[config.mk]
export PLATFORM = sky130hd
export DESIGN_NAME = debounce_bank
export DESIGN_NICKNAME = d
export VERILOG_FILES = /design/src/rtl/debounce_bank.sv
export SDC_FILE = /design/constraint.sdc
export NUM_CORES = 1
export LEC_CHECK = 0
export BUFFER_PORTS_ARGS = -buffer_cell sky130_fd_sc_hd__buf_2
export CORE_UTILIZATION = 59
export CTS_CLUSTER_DIAMETER = 60
export CTS_CLUSTER_SIZE = 24
export DETAILED_ROUTE_END_ITERATION = 10
export PLACE_DENSITY = 0.83
export RECOVER_POWER = 100
export SKIP_CTS_REPAIR_TIMING = 1
export SYNTH_ARGS = -nofsm -noshare
export SYNTH_HDL_FRONTEND = slang
export SYNTH_SLANG_ARGS = --single-unit
[constraint.sdc]
create_clock -name CLK -period 4.15 [get_ports CLK]
set_input_delay 0.6225 -clock CLK [delete_from_list [all_inputs] [get_ports CLK]]
set_output_delay 0.6225 -clock CLK [all_outputs]
set_load 0.005 [all_outputs]
[src/rtl/debounce_bank.sv]
// debounce_bank: N_CH independent input debouncers.
//   Each channel runs din through a SYNC_STAGES-deep synchronizer, then
//   accepts a new level only after STABLE_CYCLES consecutive samples that
//   differ from the current output. Channels with MODE[i]=1 drop their
//   output as soon as a low sample arrives (fast release).
// Ports:
//   CLK         single clock
//   rst_n       async active-low reset, release synchronous to CLK
//   din         [N_CH-1:0] raw asynchronous inputs
//   dout        [N_CH-1:0] debounced levels
//   rise/fall   [N_CH-1:0] one-cycle pulses on dout 0->1 / 1->0
//   any_change  OR of all rise/fall, same cycle

// One debounced channel.
module debounce_lane #(
  parameter int   STABLE_CYCLES = 4,
  parameter int   SYNC_STAGES   = 2,
  parameter logic FAST_REL      = 1'b0,
  parameter logic RST_VAL       = 1'b0
) (
  input  logic CLK,
  input  logic rst_n,
  input  logic din,
  output logic dout,
  output logic rise,
  output logic fall,
  output logic chg_nxt
);
  localparam int CW = $clog2(STABLE_CYCLES + 1);
  localparam logic [CW-1:0] CNT_LAST = CW'(STABLE_CYCLES - 1);

  logic [SYNC_STAGES-1:0] sync_q, sync_d;
  logic [CW-1:0]          cnt_q, cnt_d;
  logic                   dout_q, dout_d;
  logic                   rise_q, rise_d;
  logic                   fall_q, fall_d;
  logic                   s;

  assign s = sync_q[SYNC_STAGES-1];

  always_comb begin
    sync_d = {sync_q[SYNC_STAGES-2:0], din};
    cnt_d  = cnt_q;
    dout_d = dout_q;
    if (s == dout_q) begin
      cnt_d = '0;
    end else if (FAST_REL && !s) begin
      dout_d = 1'b0;
      cnt_d  = '0;
    end else if (cnt_q >= CNT_LAST) begin
      // Last stable sample: take the new level and start over.
      dout_d = s;
      cnt_d  = '0;
    end else begin
      cnt_d = cnt_q + CW'(1);
    end
    rise_d = dout_d & ~dout_q;
    fall_d = ~dout_d & dout_q;
  end

  always_ff @(posedge CLK or negedge rst_n) begin
    if (!rst_n) begin
      sync_q <= {SYNC_STAGES{RST_VAL}};
      cnt_q  <= '0;
      dout_q <= RST_VAL;
      rise_q <= 1'b0;
      fall_q <= 1'b0;
    end else begin
      sync_q <= sync_d;
      cnt_q  <= cnt_d;
      dout_q <= dout_d;
      rise_q <= rise_d;
      fall_q <= fall_d;
    end
  end

  assign dout    = dout_q;
  assign rise    = rise_q;
  assign fall    = fall_q;
  // Next-cycle change flag, registered by the bank into any_change.
  assign chg_nxt = dout_d ^ dout_q;
endmodule

module debounce_bank #(
  parameter int              N_CH          = 4,
  parameter int              STABLE_CYCLES = 4,
  parameter int              SYNC_STAGES   = 2,
  parameter logic [N_CH-1:0] MODE          = '0,
  parameter logic [N_CH-1:0] RESET_VAL     = '0
) (
  input  logic            CLK,
  input  logic            rst_n,
  input  logic [N_CH-1:0] din,
  output logic [N_CH-1:0] dout,
  output logic [N_CH-1:0] rise,
  output logic [N_CH-1:0] fall,
  output logic            any_change
);
  logic [N_CH-1:0] chg_nxt;
  logic            any_change_q, any_change_d;

  for (genvar i = 0; i < N_CH; i++) begin : g_lane
    debounce_lane #(
      .STABLE_CYCLES (STABLE_CYCLES),
      .SYNC_STAGES   (SYNC_STAGES),
      .FAST_REL      (MODE[i]),
      .RST_VAL       (RESET_VAL[i])
    ) u_lane (
      .CLK     (CLK),
      .rst_n   (rst_n),
      .din     (din[i]),
      .dout    (dout[i]),
      .rise    (rise[i]),
      .fall    (fall[i]),
      .chg_nxt (chg_nxt[i])
    );
  end

  always_comb begin
    any_change_d = |chg_nxt;
  end

  always_ff @(posedge CLK or negedge rst_n) begin
    if (!rst_n) any_change_q <= 1'b0;
    else        any_change_q <= any_change_d;
  end

  assign any_change = any_change_q;
endmodule

==> metrics.cfg <==
[power_and_ir_drop]
p_total_mw = 1.015
leakage_nw = 0.7640
ir_drop_v = 0.0004636
powerDensity_nw_per_um2 = 681.3

[placed_design]
dpl.hpwl_um = 1363
dp.cells = 133
portBuffers = 18
dpl_cell_area_um2 = 1446
routabilityCongestion = 0.7257
place_ws_ns = 2.052

[clock_network]
clk_latency_ns = 0.33
clkSinkCount = 33
cts_root_buffer = clkbuf_4
h-tree-depth = 2
cts_tree = yes
clockBufferDepth = 2
cts_buffers = 5
clk_pin_slew_ns = 0.09

[synth]
syn_nets = 121
synthesis.area_um2 = 1411
synth_cells = 99
synth_seq_area_share_pct = 58.51
syn_area_per_cell_um2 = 14.26
yosys.cell_types.count = 15
yosysWarnings = 0
ys_ff_latch = 33

[timing]
setup-tns-final_ns = 0
rsz0062_at_grt = no
setup_viol_count_final = 0
min_period_over_period_pct = 55.10
setup_ws_ns = 1.863
worst_pin_slew_ns = 1.668
holdWs_ns = 0.3558
final_hold_viol_count = 0
drv_slew = 34
fmax_mhz = 437.3
period_minus_slack_ns = 2.287
max_slew_margin_pct = -11.18
skew_ns = 0.004729

[setup_path]
crit_family = adder cells
worst_ep_required_time_ns = 4.36
crit_buf_inv = 0
crit_slowest_cell = a211oi_1
cp.arrival_ns = 2.50
crit_end = any_change
slowest_delay_ns = 0.53
critPathLaunchType = flip-flop
critPathLaunch = g_lane[0].u_lane.cnt_q[0]
worstPathMaxFanout = 4
critical_path_class = flip-flop to flip-flop
r2r_start = g_lane[0].u_lane.cnt_q[0]
r2r_slack_ns = 1.86
r2r_cells = 6
crit_cells = 6
setup.worst_path.end_class = flip-flop
rr_endpoint = any_change
crit_top_cell = ha_1
cp_cell_sequence = ha_1 > ha_1 > a211oi_1 > mux2_1 > ha_1 > nand4_1

[run_status]
outcome = finished with violations
violations = max-capacitance violations, max-slew violations

[die]
core_area_um2 = 2233
dieArea_um2 = 2592
fp.dieW_um = 50.91
fp-row-count = 17
ios = 19
initial_core_util_pct = 63.19
die_h_um = 50.91

[cells_and_area]
final_nets = 134
syn_to_final_growth_pct = 5.585
fin_cells = 141
diodes = 0
final_cell_area_um2 = 1490
final_layout_size_suffix_gt1_share_pct = 17.70
postLayoutCoreUtil_pct = 66.72

[grt]
grt_max_degree = 34
grt_pass1_vias = 724
antenna_found_initial = 0
globalRouteTotalUtil_pct = 17.76
grt_overflow = 0
grt_pass1_wl_um = 3070

[drt]
ant_nets = 0
vias = 746
drcViolationCount = 0
wl_per_cell_um = 12.80
routed_wl_um = 1805
drt-initial-drc-count = 4
via_per_inst = 5.291
dr.pass1.iters = 2

[worst_hold_path]
hold_path.class = flip-flop to flip-flop

[job]
maxCapViolCount = 1

==> layout by cell type, fill, tap and decap left out, drive strengths merged <==
cell,count
dfrtp,33
ha,16
clkbuf,13
buf,12
inv,8
xnor2,4
nor3b,4
mux2i,4
mux2,4
nor3,4
a211oi,3
a211o,2
nor4,2
and3b,2
nand4,1
clkinv,1
==> layer usage <==
| layer | vias to the layer above | track usage [%] | share of wire [%] |
|---|---|---|---|
| li1 | 358 | - | - |
| met1 | 367 | 17.87 | 42 |
| met2 | 16 | 29.61 | 50 |
| met3 | 5 | 8.036 | 5.3 |
| met4 | 0 | 11.11 | 2.7 |
| met5 | - | 0 | 0 |
==> worst min-delay path by stage <==
| stage | startpoint | end | slack, ns | depth (start not counted) |
|---|---|---|---|---|
| 3_3_place_gp | g_lane[0].u_lane.sync_q[0] | g_lane[0].u_lane.sync_q[1] | 0.33 | 0 |
| 2_1_floorplan | rst_n | any_change | 0.33 | 0 |
| 4_1_cts | rst_n | g_lane[1].u_lane.cnt_q[0] | 0.34 | 1 |
| 3_5_place_dp | g_lane[0].u_lane.sync_q[0] | g_lane[0].u_lane.sync_q[1] | 0.33 | 0 |
| 5_1_grt | g_lane[3].u_lane.sync_q[0] | g_lane[3].u_lane.sync_q[1] | 0.37 | 0 |
| 6_report | g_lane[0].u_lane.sync_q[0] | g_lane[0].u_lane.sync_q[1] | 0.36 | 0 |
==> kinds of logic after synthesis <==
kind of cell | after synthesis | share of synthesized area, %
buf+inv | 20 | 8.511
xor+xnor | 4 | 2.482
flops | 33 | 58.51
simple gates | 13 | 6.118
fa+ha+maj | 16 | 14.18
compound gates | 5 | 3.901
mux | 8 | 6.294
==> sequential cells by signal (all words and copies together) (netlist names) <==
signal	flops
any_change	1
g_lane.u_lane.rise	4
g_lane.u_lane.cnt_q	12
g_lane.u_lane.fall	4
g_lane.u_lane.dout	4
g_lane.u_lane.sync_q	8
==> report_power, final <==
part           switching, mW  internal (mW)
combinational          0.157          0.166
sequential            0.0756          0.418
clock                  0.100         0.0981
==> cell usage after synthesis (all sizes together) <==
master / number / area share, %
a211o: 2 / 1.2
nor3b: 4 / 2.1
a211oi: 3 / 2.7
buf: 12 / 6.4
and3b: 2 / 1.2
ha: 16 / 14
xnor2: 4 / 2.5
nor3: 4 / 1.4
mux2: 4 / 3.5
mux2i: 4 / 2.8
nand4: 1 / 0.44
dfrtp: 33 / 59
nor4: 2 / 0.89
inv: 8 / 2.1
==> area by class of cell <==
class | count | area [um^2]
sequential | 33 | 825.8
fill | 181 | 743.2
multi-input combinational | 46 | 446.7
timing repair buffer | 18 | 82.58
clock buffer | 7 | 65.06
tap | 28 | 35.03
inverter | 8 | 30.03
clock inverter | 1 | 5.005
Note: power is estimated with default switching activity, not from simulation.
